<file path="config.mk">
export PLATFORM = sky130hd
export DESIGN_NAME = sprite_loader
export DESIGN_NICKNAME = d
export VERILOG_FILES = /design/src/rtl/sprite_pkg.sv /design/src/rtl/sprite_shadow_buf.sv /design/src/rtl/sprite_loader.sv
export SDC_FILE = /design/constraint.sdc
export NUM_CORES = 1
export LEC_CHECK = 0
export CORE_MARGIN = 2
export CORE_UTILIZATION = 63
export CTS_BUF_LIST = sky130_fd_sc_hd__clkbuf_8
export CTS_CLUSTER_DIAMETER = 30
export DETAILED_ROUTE_END_ITERATION = 12
export GPL_TIMING_DRIVEN = 0
export PLACE_DENSITY = 0.89
export SYNTH_ARGS = -nofsm -noshare
export SYNTH_HDL_FRONTEND = slang
export SYNTH_SLANG_ARGS = --single-unit
</file>
<file path="constraint.sdc">
create_clock -name clk -period 2.8 [get_ports clk]
set_input_delay 0.42 -clock clk [delete_from_list [all_inputs] [get_ports clk]]
set_output_delay 0.42 -clock clk [all_outputs]
set_load 0.005 [all_outputs]
</file>
<file path="src/rtl/sprite_pkg.sv">
// -----------------------------------------------------------------------------
// sprite_pkg
// Shared definitions for the sprite renderer and the sprite loader.
//   HEADER_DEFAULT : frame start byte used by the loader
//   SPRITE_W/H     : sprite bitmap geometry (16x16, 1 bpp)
//   Row word bit order: bit SPRITE_W-1 (bit 15) is the leftmost pixel,
//   bit 0 the rightmost. Both the loader and the renderer rely on this.
//   loader_state_e : sprite loader FSM encoding
// -----------------------------------------------------------------------------
package sprite_pkg;

    localparam logic [7:0] HEADER_DEFAULT = 8'hA5;
    localparam int         SPRITE_W       = 16;
    localparam int         SPRITE_H       = 16;
    localparam int         LEFTMOST_BIT   = SPRITE_W - 1;

    typedef logic [SPRITE_W-1:0]          row_t;
    typedef logic [$clog2(SPRITE_H)-1:0]  row_idx_t;

    typedef enum logic [2:0] {
        ST_IDLE,
        ST_INDEX,
        ST_DATA_HI,
        ST_DATA_LO,
        ST_CHECK,
        ST_WAIT_VBL,
        ST_COMMIT
    } loader_state_e;

endpackage

</file>
<file path="src/rtl/sprite_shadow_buf.sv">
// -----------------------------------------------------------------------------
// sprite_shadow_buf
// 16x16 register file holding one sprite while it is being assembled.
// Ports:
//   clk      : clock
//   wr_en    : byte-lane write strobe
//   wr_row   : row being written
//   wr_hi    : 1 = write bits [15:8], 0 = write bits [7:0]
//   wr_byte  : byte to write
//   rd_row   : row read address (combinational read)
//   rd_data  : contents of row rd_row
// -----------------------------------------------------------------------------
module sprite_shadow_buf
    import sprite_pkg::*;
(
    input  logic     clk,
    input  logic     wr_en,
    input  row_idx_t wr_row,
    input  logic     wr_hi,
    input  logic [7:0] wr_byte,
    input  row_idx_t rd_row,
    output row_t     rd_data
);

    row_t mem_q [SPRITE_H];

    // NOTE: storage array has no reset; every row is rewritten before any
    // commit can read it, so resetting it would only cost flop area.
    always_ff @(posedge clk) begin
        if (wr_en) begin
            if (wr_hi) begin
                mem_q[wr_row][15:8] <= wr_byte;
            end else begin
                mem_q[wr_row][7:0]  <= wr_byte;
            end
        end
    end

    assign rd_data = mem_q[rd_row];

endmodule

</file>
<file path="src/rtl/sprite_loader.sv">
// -----------------------------------------------------------------------------
// sprite_loader
// Receives a framed byte stream (HEADER, index, 32 row bytes[, checksum]),
// assembles the sprite in a shadow buffer and commits it to sprite RAM as
// 16 row writes starting on the next vblank_start pulse.
// Optional feature macro: SPRITE_LOADER_CHECKSUM_EN
//   defined   : frame ends with an XOR checksum byte, checked in ST_CHECK
//   undefined : no checksum byte, no XOR logic
// Ports:
//   clk, rst          : clock, asynchronous active-high reset
//   in_data/valid/ready : byte stream handshake
//   vblank_start      : one-cycle pulse at start of vertical blanking
//   wr_en/sprite/row/data : sprite RAM row write port
//   busy              : FSM not idle
//   load_done         : pulse after a completed commit
//   load_err          : pulse on a rejected frame
// -----------------------------------------------------------------------------
module sprite_loader
    import sprite_pkg::*;
#(
    parameter int         NUM_SPRITES = 4,
    parameter int         IDX_W       = 2,
    parameter logic [7:0] HEADER      = HEADER_DEFAULT
) (
    input  logic             clk,
    input  logic             rst,
    input  logic [7:0]       in_data,
    input  logic             in_valid,
    output logic             in_ready,
    input  logic             vblank_start,
    output logic             wr_en,
    output logic [IDX_W-1:0] wr_sprite,
    output logic [3:0]       wr_row,
    output logic [15:0]      wr_data,
    output logic             busy,
    output logic             load_done,
    output logic             load_err
);

    loader_state_e    state_q, state_d;
    row_idx_t         row_q, row_d;
    logic [IDX_W-1:0] slot_q, slot_d;
    logic             in_ready_q, in_ready_d;
    logic             wr_en_q, wr_en_d;
    logic [IDX_W-1:0] wr_sprite_q, wr_sprite_d;
    row_idx_t         wr_row_q, wr_row_d;
    row_t             wr_data_q, wr_data_d;
    logic             busy_q, busy_d;
    logic             load_done_q, load_done_d;
    logic             load_err_q, load_err_d;

    logic     fire;
    logic     buf_we;
    logic     buf_hi;
    row_idx_t rd_row;
    row_t     rd_data;

    assign fire = in_valid && in_ready_q;

    // During COMMIT the registered outputs show row_q, so the buffer is read
    // one row ahead; row 0 is read while waiting to enter COMMIT.
    assign rd_row = (state_q == ST_COMMIT) ? row_q + 4'd1 : '0;

    sprite_shadow_buf u_shadow (
        .clk     (clk),
        .wr_en   (buf_we),
        .wr_row  (row_q),
        .wr_hi   (buf_hi),
        .wr_byte (in_data),
        .rd_row  (rd_row),
        .rd_data (rd_data)
    );

`ifdef SPRITE_LOADER_CHECKSUM_EN
    logic [7:0] xor_q, xor_d;

    always_comb begin
        xor_d = xor_q;
        if (state_q == ST_INDEX) begin
            xor_d = 8'h00;
        end else if (buf_we) begin
            xor_d = xor_q ^ in_data;
        end
    end

    always_ff @(posedge clk or posedge rst) begin
        if (rst) xor_q <= 8'h00;
        else     xor_q <= xor_d;
    end
`endif

    // NOTE: every signal gets a default at the top of the block so that no
    // path through the case statement can infer a latch.
    always_comb begin
        state_d     = state_q;
        row_d       = row_q;
        slot_d      = slot_q;
        buf_we      = 1'b0;
        buf_hi      = 1'b0;
        wr_en_d     = 1'b0;
        wr_sprite_d = wr_sprite_q;
        wr_row_d    = '0;
        wr_data_d   = '0;
        load_done_d = 1'b0;
        load_err_d  = 1'b0;

        case (state_q)
            ST_IDLE: begin
                if (fire && in_data == HEADER) state_d = ST_INDEX;
            end
            ST_INDEX: begin
                if (fire) begin
                    if (int'(in_data) < NUM_SPRITES) begin
                        slot_d  = in_data[IDX_W-1:0];
                        row_d   = '0;
                        state_d = ST_DATA_HI;
                    end else begin
                        load_err_d = 1'b1;
                        state_d    = ST_IDLE;
                    end
                end
            end
            ST_DATA_HI: begin
                if (fire) begin
                    buf_we  = 1'b1;
                    buf_hi  = 1'b1;
                    state_d = ST_DATA_LO;
                end
            end
            ST_DATA_LO: begin
                if (fire) begin
                    buf_we = 1'b1;
                    if (row_q == 4'd15) begin
`ifdef SPRITE_LOADER_CHECKSUM_EN
                        state_d = ST_CHECK;
`else
                        state_d = ST_WAIT_VBL;
`endif
                    end else begin
                        row_d   = row_q + 4'd1;
                        state_d = ST_DATA_HI;
                    end
                end
            end
`ifdef SPRITE_LOADER_CHECKSUM_EN
            ST_CHECK: begin
                if (fire) begin
                    if (in_data == xor_q) begin
                        state_d = ST_WAIT_VBL;
                    end else begin
                        load_err_d = 1'b1;
                        state_d    = ST_IDLE;
                    end
                end
            end
`endif
            ST_WAIT_VBL: begin
                if (vblank_start) begin
                    state_d     = ST_COMMIT;
                    row_d       = '0;
                    wr_en_d     = 1'b1;
                    wr_sprite_d = slot_q;
                    wr_row_d    = '0;
                    wr_data_d   = rd_data;
                end
            end
            ST_COMMIT: begin
                if (row_q == 4'd15) begin
                    load_done_d = 1'b1;
                    state_d     = ST_IDLE;
                end else begin
                    row_d     = row_q + 4'd1;
                    wr_en_d   = 1'b1;
                    wr_row_d  = row_q + 4'd1;
                    wr_data_d = rd_data;
                end
            end
            default: state_d = ST_IDLE;
        endcase

        // Registered from the next state so they line up with it exactly.
        in_ready_d = !(state_d == ST_WAIT_VBL || state_d == ST_COMMIT);
        busy_d     = (state_d != ST_IDLE);
    end

    // NOTE: state registers use non-blocking assignments so every flop
    // samples the pre-edge values regardless of statement order.
    always_ff @(posedge clk or posedge rst) begin
        if (rst) begin
            state_q     <= ST_IDLE;
            row_q       <= '0;
            slot_q      <= '0;
            in_ready_q  <= 1'b1;
            wr_en_q     <= 1'b0;
            wr_sprite_q <= '0;
            wr_row_q    <= '0;
            wr_data_q   <= '0;
            busy_q      <= 1'b0;
            load_done_q <= 1'b0;
            load_err_q  <= 1'b0;
        end else begin
            state_q     <= state_d;
            row_q       <= row_d;
            slot_q      <= slot_d;
            in_ready_q  <= in_ready_d;
            wr_en_q     <= wr_en_d;
            wr_sprite_q <= wr_sprite_d;
            wr_row_q    <= wr_row_d;
            wr_data_q   <= wr_data_d;
            busy_q      <= busy_d;
            load_done_q <= load_done_d;
            load_err_q  <= load_err_d;
        end
    end

    assign in_ready  = in_ready_q;
    assign wr_en     = wr_en_q;
    assign wr_sprite = wr_sprite_q;
    assign wr_row    = wr_row_q;
    assign wr_data   = wr_data_q;
    assign busy      = busy_q;
    assign load_done = load_done_q;
    assign load_err  = load_err_q;

endmodule
</file>
==> results of run 1 <==
## Yosys cell counts (all sizes together), types with 14 or more instances
master    n
a21oi    36
and2     32
buf      35
clkbuf   19
dfrtp    35
edfxtp  256
mux2     68
nand2    19
nand2b   37
nor2     33
o21ai    51
o221ai   19
o22a     16
o22ai    45
o32a     14
or3      35
## flip-flops by register name, summed over array words and instances, names as in the netlist, 2 cells and up
| signal | count |
|---|---|
| wr_row | 4 |
| state_q | 3 |
| row_q | 4 |
| u_shadow.mem_q | 256 |
| wr_data | 16 |
| slot_q | 2 |
| wr_sprite | 2 |
## metrics by stage
| step | utilization | setup TNS [ns] |
|---|---|---|
| floorplan | - | 0 |
| global placement | 0.680 | -10.29 |
| detailed placement | 0.680 | -12.27 |
| CTS | 0.730 | 0 |
| global route | 0.732 | -0.255 |
| finish | 0.732 | -0.0148 |
## cell type report
cell class	count	area, sq um	share of cell area
Tap cell	234	293	0.0213
Buffer	53	302	0.0220
Clock inverter	29	164	0.0119
Inverter	4	18.8	0.00137
Clock buffer	54	743	0.0541
Multi-Input combinational cell	451	3260	0.237
Timing Repair Buffer	39	365	0.0266
Sequential cell	292	8590	0.625
## report_power, final
part / internal (mW) / switching [mW] / leakage [nW]
clock: 1.86 / 1.65 / 0.510
combinational: 0.789 / 1.48 / 1.33
sequential: 4.88 / 0.0595 / 2.79
total: 7.53 / 3.19 / 4.64
## timing repair
action,in CTS,in global routing
endpoints found under the setup margin,17,16
gates resized for setup,9,12
pin swaps,1,7
setup buffers,1,0
## worst max path at each step
stage | end | slack (ns) | cells past startpoint
3_5_place_dp | wr_data[7]$_DFF_PP0_ | -0.58 | 11
4_1_cts | wr_data[7]$_DFF_PP0_ | 0.0005 | 10
3_3_place_gp | wr_data[14]$_DFF_PP0_ | -0.53 | 11
2_1_floorplan | wr_data[10]$_DFF_PP0_ | 0.25 | 11
6_report | wr_data[7]$_DFF_PP0_ | -0.01 | 10
5_1_grt | wr_data[7]$_DFF_PP0_ | -0.04 | 10
## critical path, cell delays in order (launching register included)
cell	delay [ns]
dfrtp_1	0.42
buf_6	0.18
buf_12	0.18
clkinvlp_4	0.14
ha_1	0.31
clkbuf_4	0.20
or3_4	0.44
buf_4	0.20
o22ai_2	0.18
o32a_1	0.28
o22ai_2	0.15
## cells by family (layout without fill, tap and decap cells)
| family | after synthesis | in the layout | synth area share |
|---|---|---|---|
| flops | 292 | 292 | 0.710 |
| compound gates | 193 | 193 | 0.110 |
| simple gates | 182 | 182 | 0.0847 |
| mux | 68 | 68 | 0.0633 |
| buf+inv | 58 | 179 | 0.0243 |
| fa+ha+maj | 5 | 5 | 0.00517 |
| xor+xnor | 3 | 3 | 0.00217 |
## routing by layer
layer	routed length (microns)	up-vias
li1	-	3294
met1	11100	3925
met2	14900	617
met3	3540	99
met5	0	-
met4	1160	0
==> out/results.tsv, run 1 <==
metric	value	unit
fillers	1124	
ioPinCount	39	
cts_hold_buf	0	
root_buffer	clkbuf_8	
whs	0.345	ns
r2r-start	row_q[0]$_DFFE_PP0P_	
cts.clk_slew.worst_paths	0.06	ns
synth.largest_area_cell	edfxtp_1	
syn_area	0.0121	sq mm
finalWorstPathRequiredPeriod	2.81	ns
path_class	reg2reg	
hold_path.class	in2async	
yosysSeqAreaShare	0.710	
worstPathRequired	3.23	ns
avgSynthCellArea	15.1	sq um
grtUsageMet1	0.411	
synth_cell_types	48	
core_area	0.0188	sq mm
yosysWarnings	0	
design_area	0.0137	sq mm
worstSetupEndpointType	flip-flop	
p_total	10.7	mW
worst_slack	-0.0148	ns
wl_per_cell	26.6	microns
ff2ff_path_depth	10	
slew_violations	19	
grt_max_degree	37	
grt_usage	0.309	
setup_violations	1	
drtIter0Drc	1498	
antenna_cells	0	
gp_congestion	0.939	
layout.nets	904	
drcViolationCount	0	
antenna_found_initial	0	
grtUsageMet2	0.498	
synth_top_cell_area_share	0.636	
post-place-ws	-0.578	ns
hold_viol_final	0	
yosys_register_bits	292	
synth_area_leaders	edfxtp_1 64%, dfrtp_1 7.2%, mux2_2 6.3%	
status	finished with violations	
dp.cells	1073	
cts_buffers	46	
tritoncts	built	
async_reset_ff_frac	0.123	
violations	capacitance limit, slew limit, setup timing	
yosys_most_used_dff	edfxtp_1	
fin_worst_skew	0.0279	ns
htreeDepth	2	
max-cap-violations	1	
grt_setup_unrepaired	true	
maxSlewHeadroom	-0.00146	
ff2ff_setup_slack	-0.01	ns
top_usage_layer	met2	
dpl_cell_area	0.0128	sq mm
postSynthCellCount	801	
final_common_cell	edfxtp_1	
period_share	1.01	
p_leak	4.64	nW
clockBufferDepth	3	
stdcell_count	1156	
p_per_area	780	mW/mm^2
fp.dieH	143	microns
routed_wl	30.7	mm
fp-row-count	50	
synth_edf_count	256	
areaGrowthSynthToFinish	13.6	%
worst_pin_slew	1.50	ns
portBuffers	38	
grt-ovfl-total	0	
critical_path.max_fanout	19	
vias	7935	
avgViaCountPerCell	6.86	
crit_path_start	row_q[0]$_DFFE_PP0P_	
grt_pass1_vias	7608	
drive_above_1_share	0.216	
start_kind	flip-flop	
grt_pass1_wl	45.5	mm
clock-sinks	292	
drtPass1Iterations	6	
crit_arrival	3.25	ns
timing.rr.end	wr_data[7]$_DFF_PP0_	
syn-num-nets	818	
hpwl	19.0	mm
fp.dieW	143	microns
die_area	0.0203	sq mm
final_cell_mix	256 x edfxtp_1, 68 x mux2_2, 54 x clkbuf_8, 45 x o21ai_0, 37 x nand2b_1	
start_util	0.644	
grtUsageMet3	0.0693	
ant_nets	0	
ir_worst_vdd	0.490	mV
fmax	355	MHz
insertion_delay	0.57	ns
Power figures use the tool's default switching activity.
==> run 2, diff against run 1 <==
--- a/config.mk
+++ b/config.mk
@@ -6,12 +6,12 @@
 export NUM_CORES = 1
 export LEC_CHECK = 0
 export CORE_MARGIN = 2
-export CORE_UTILIZATION = 63
+export CORE_UTILIZATION = 33
 export CTS_BUF_LIST = sky130_fd_sc_hd__clkbuf_8
 export CTS_CLUSTER_DIAMETER = 30
 export DETAILED_ROUTE_END_ITERATION = 12
 export GPL_TIMING_DRIVEN = 0
-export PLACE_DENSITY = 0.89
+export PLACE_DENSITY = 0.55
 export SYNTH_ARGS = -nofsm -noshare
 export SYNTH_HDL_FRONTEND = slang
 export SYNTH_SLANG_ARGS = --single-unit
==> out/results.tsv, run 2 (synthesis results as in run 1) <==
metric	value	unit	change
drtIter0Drc	674		-55%
maxSlewHeadroom	0.0982		+0.0997
final_common_cell	edfxtp_1		
grt_pass1_vias	7812		+2.7%
p_per_area	831	mW/mm^2	+6.5%
avgViaCountPerCell	5.28		-23%
fmax	367	MHz	+3.3%
final_cell_mix	256 x edfxtp_1, 73 x clkbuf_8, 68 x mux2_2, 45 x o21ai_0, 37 x nand2b_1		
hold_path.class	in2async		
path_class	reg2reg		
largest_reg_flops	256		unchanged
drcViolationCount	0		unchanged
fp-row-count	70		+40%
tritoncts	built		
fp.dieW	195	microns	+37%
clock-sinks	292		unchanged
worstPathRequired	3.24	ns	about the same
root_buffer	clkbuf_8		
cp_cell_sequence	buf_6 > buf_12 > clkinvlp_4 > ha_1 > clkbuf_4 > or3_4 > buf_2 > o22ai_1 > o32a_1 > o22ai_2		
top_register	u_shadow.mem_q		
fillers	3380		+200%
stdcell_count	1433		+24%
clockBufferDepth	3		unchanged
cpMaxStageDelayCell	or3_4		
grt_usage	0.180		-0.130
fin_worst_skew	0.0262	ns	-0.00166 ns
grt-ovfl-total	0		unchanged
start_util	0.333		-0.312
layout.nets	927		+2.5%
core_area	0.0363	sq mm	+94%
status	complete, no violations		
drive_above_1_share	0.248		+0.0318
cts.clk_slew.worst_paths	0.05	ns	about the same
seq_area	0.00859	sq mm	unchanged
r2r-start	row_q[0]$_DFFE_PP0P_		
grt_max_degree	37		unchanged
dp.cells	1307		+22%
wl_per_cell	23.7	microns	-11%
vias	7571		-4.6%
hpwl	21.5	mm	+13%
antenna_found_initial	1		+1
htreeDepth	3		+1
crit_arrival	3.16	ns	-0.09 ns
ff2ff_path_depth	10		unchanged
insertion_delay	0.57	ns	about the same
slew_violations	0		-19
crit_path_start	row_q[0]$_DFFE_PP0P_		
period_share	0.973		-0.0323
start_kind	flip-flop		
worstSetupEndpointType	flip-flop		
drtPass1Iterations	5		-1
grt_pass1_wl	50.2	mm	+10%
ir_worst_vdd	0.335	mV	-32%
critical_path.max_fanout	10		-9
ant_nets	0		unchanged
gp_congestion	0.836		-11%
portBuffers	38		unchanged
critPathMaxStageDelay	0.44	ns	about the same
setup_violations	0		-1
finalWorstPathRequiredPeriod	2.72	ns	-0.0906 ns
fp.dieH	195	microns	+37%
routed_wl	34.0	mm	+11%
antenna_cells	0		unchanged
worst_pin_slew	1.35	ns	-0.149 ns
multi_input_area	0.00325	sq mm	-0.15%
cts_buffers	67		+46%
max-cap-violations	0		-1
grt_setup_unrepaired	false		
die_area	0.0382	sq mm	+88%
areaGrowthSynthToFinish	19.8	%	
whs	0.361	ns	+0.0162 ns
p_leak	4.89	nW	+5.6%
ioPinCount	39		unchanged
hold_viol_final	0		unchanged
==> run 2: critical path, delay by kind of cell (launching register included) <==
| family | cells | cell delay, ns |
|---|---|---|
| compound gates | 3 | 0.66 |
| fa+ha+maj | 1 | 0.31 |
| flops | 1 | 0.37 |
| simple gates | 1 | 0.44 |
| buf+inv | 5 | 0.82 |
==> run 2: cell type report <==
class / instances / area share
Buffer: 53 / 0.0211
Timing Repair Buffer: 41 / 0.0256
Clock inverter: 51 / 0.0246
Inverter: 4 / 0.00130
Multi-Input combinational cell: 451 / 0.225
Sequential cell: 292 / 0.593
Tap cell: 468 / 0.0404
Clock buffer: 73 / 0.0694
==> run 2: where the power goes <==
part	leakage, nW	internal [mW]	switching, mW
combinational	1.34	0.806	1.50
sequential	2.79	4.88	0.0517
clock	0.759	2.81	1.98
==> run 2: worst paths after layout <==
| path | slack (ns) | to |
|---|---|---|
| hold / removal | 0.36 | wr_data[7]$_DFF_PP0_ |
| setup reg to reg | 0.08 | wr_data[8]$_DFF_PP0_ |
| max in group asynchronous | 1.88 | wr_data[10]$_DFF_PP0_ |
| hold reg to reg | 0.51 | slot_q[1]$_DFFE_PP0P_ |
| min in group clk | 0.46 | u_shadow.mem_q[4][3]$_DFFE_PP_ |
| setup / recovery | 0.08 | wr_data[8]$_DFF_PP0_ |
==> run 2: per-layer routing <==
layer | global-route usage | share of wire | up-vias
li1 | - | - | 3366
met1 | 0.234 | 0.42 | 3843
met2 | 0.293 | 0.48 | 285
met3 | 0.0427 | 0.066 | 75
met4 | 0.0653 | 0.028 | 2
met5 | 0 | 0.00024 | -
==> run 2: stage by stage <==
stage	setup slack (ns)	util	cell area [sq um]	power [mW]	setup TNS, ns
2_1_floorplan	0.253	-	12100	6.37	0
3_3_place_gp	-0.855	0.359	13100	7.22	-16.78
3_5_place_dp	-0.926	0.359	13000	7.24	-18.63
4_1_cts	0.00286	0.398	14500	12.1	0
5_1_grt	0.0178	0.398	14500	12.5	0
6_report	0.0757	0.398	14500	12.0	0
==> run 2: timing repair <==
item | 4_1_cts | 5_1_grt
resized for setup | 15 | 8
buffers inserted | 2 | 1
pin swaps | 3 | 1
endpoints found under the hold margin | 0 | 0
hold buffers | 0 | 0
endpoints found under the setup margin | 21 | 20
gates cloned | 0 | 0
==> run 3, diff against run 2 <==
--- a/config.mk
+++ b/config.mk
@@ -11,7 +11,7 @@
 export CTS_CLUSTER_DIAMETER = 30
 export DETAILED_ROUTE_END_ITERATION = 12
 export GPL_TIMING_DRIVEN = 0
-export PLACE_DENSITY = 0.55
+export PLACE_DENSITY = 0.57
 export SYNTH_ARGS = -nofsm -noshare
 export SYNTH_HDL_FRONTEND = slang
 export SYNTH_SLANG_ARGS = --single-unit
==> constraint.sdc (replaced) <==
create_clock -name clk -period 2.5 [get_ports clk]
set_input_delay 0.375 -clock clk [delete_from_list [all_inputs] [get_ports clk]]
set_output_delay 0.375 -clock clk [all_outputs]
set_load 0.005 [all_outputs]
==> out/results.tsv, run 3 (synthesis results as in run 1) <==
metric	value	unit	change
clockBufferDepth	3		unchanged
grt_setup_unrepaired	true		
crit_end	wr_data[14]$_DFF_PP0_		
portBuffers	38		unchanged
grt_pass1_wl	49.8	mm	-0.77%
layout.nets	922		-0.54%
fp-row-count	70		unchanged
r2r-start	row_q[0]$_DFFE_PP0P_		
routed_wl	33.7	mm	-0.77%
antenna_cells	0		unchanged
tritoncts	built		
ff2ff_path_depth	11		+1
drtPass1Iterations	5		unchanged
antenna_found_initial	0		-1
areaGrowthSynthToFinish	21.6	%	
avgViaCountPerCell	5.33		+0.95%
top_register	u_shadow.mem_q		
gp_congestion	0.886		+5.9%
cts.clk_slew.worst_paths	0.06	ns	about the same
ant_nets	0		unchanged
grt_max_degree	35		-5.4%
hold_path.class	in2async		
timing.rr.end	wr_data[14]$_DFF_PP0_		
vias	7595		+0.32%
crit_arrival	2.95	ns	-0.21 ns
p_leak	4.93	nW	+0.67%
status	complete, no violations		
period_share	0.992		+0.0194
wl_per_cell	23.7	microns	-0.14%
cts_buffers	61		-9.0%
insertion_delay	0.60	ns	+0.03 ns
fin_worst_skew	0.0228	ns	-0.00337 ns
clock-sinks	292		unchanged
final_common_cell	edfxtp_1		
critical_path.max_fanout	10		unchanged
fmax	403	MHz	+9.8%
hpwl	21.6	mm	+0.34%
maxSlewHeadroom	0.0357		-0.0626
stdcell_count	1424		-0.63%
post-route-util	0.405		+0.00609
start_util	0.333		unchanged
finalWorstPathRequiredPeriod	2.48	ns	-0.243 ns
largest_reg_flops	256		unchanged
whs	0.0928	ns	-0.268 ns
drtIter0Drc	733		+8.8%
die_area	0.0382	sq mm	unchanged
ioPinCount	39		unchanged
crit_path_start	row_q[0]$_DFFE_PP0P_		
worstPathRequired	2.97	ns	-0.27 ns
drive_above_1_share	0.276		+0.0285
grt_usage	0.178		-0.00188
grt_pass1_vias	7740		-0.92%
worstSetupEndpointType	flip-flop		
dp.cells	1308		+0.077%
path_class	reg2reg		
ff2ff_setup_slack	0.02	ns	-0.06 ns
start_kind	flip-flop		
setup_violations	0		unchanged
hold_viol_final	0		unchanged
max-cap-violations	0		unchanged
root_buffer	clkbuf_8		
p_total	13.9	mW	+15%
grt-ovfl-total	0		unchanged
slew_violations	0		unchanged
fp.dieW	195	microns	unchanged
core_area	0.0363	sq mm	unchanged
fp.dieH	195	microns	unchanged
htreeDepth	2		-1
worst_pin_slew	1.44	ns	+0.0937 ns
drcViolationCount	0		unchanged
ir_worst_vdd	0.440	mV	+31%
p_per_area	944	mW/mm^2	+14%
final_cell_mix	256 x edfxtp_1, 68 x mux2_2, 62 x clkbuf_8, 45 x o21ai_0, 37 x nand2b_1		
## run 3: area by class of cell
class / count / area [sq um]
buffer: 53 / 338
clock buffer: 62 / 853
clock inverter: 52 / 554
fill: 3335 / 21600
inverter: 4 / 17.5
multi-input combinational: 451 / 3380
sequential: 292 / 8590
tap: 468 / 586
timing repair buffer: 42 / 390
## run 3: through the flow
stage	setup WS [ns]	cell area [sq um]	TNS, ns
after global routing	-0.0182	14700	-0.113
final	0.0190	14700	0
after global placement	-0.886	13100	-33.42
after floorplan	0.0446	12100	0
after detailed placement	-0.858	13100	-39.97
after CTS	-0.0231	14600	-0.0318
## run 3: timing repair
| item | CTS | global route |
|---|---|---|
| pin swaps | 6 | 7 |
| hold buffers | 0 | 0 |
| gates resized for setup | 34 | 28 |
| setup buffers | 3 | 0 |
| endpoints found under the hold margin | 0 | 0 |
| setup endpoints to repair | 42 | 47 |
## run 3: critical path, stage by stage, from the launching register on
cell	delay, ns
dfrtp_1	0.38
buf_6	0.14
buf_12	0.12
inv_4	0.10
ha_1	0.29
buf_8	0.16
nand2_1	0.07
buf_4	0.18
buf_4	0.22
o221ai_1	0.15
o22a_1	0.26
o22ai_2	0.27
## run 3: worst min-delay path by stage
stage                     startpoint                        to  slack, ns
6_report                         rst       wr_row[3]$_DFF_PP0_       0.09
5_1_grt                          rst       wr_row[3]$_DFF_PP0_       0.09
4_1_cts                          rst       wr_row[3]$_DFF_PP0_       0.08
2_1_floorplan  slot_q[0]$_DFFE_PP0P_     slot_q[0]$_DFFE_PP0P_       0.47
3_3_place_gp   slot_q[0]$_DFFE_PP0P_     slot_q[0]$_DFFE_PP0P_       0.48
3_5_place_dp   slot_q[0]$_DFFE_PP0P_  wr_sprite[0]$_DFFE_PP0P_       0.49
## run 3: per-layer routing
metal / vias to the layer above / global-route usage / wire length (microns)
met5: - / 0 / 0
met4: 0 / 0.0625 / 803
met3: 65 / 0.0356 / 2520
met2: 326 / 0.290 / 16200
met1: 3850 / 0.236 / 14200
li1: 3354 / - / -
## run 3: where the power goes
| group | leakage (nW) | total (mW) | switching (mW) | internal, mW |
|---|---|---|---|---|
| sequential | 2.79 | 5.52 | 0.0589 | 5.46 |
| combinational | 1.42 | 2.66 | 1.72 | 0.941 |
| clock | 0.720 | 5.70 | 2.20 | 3.49 |
| total | 4.93 | 13.9 | 3.99 | 9.90 |
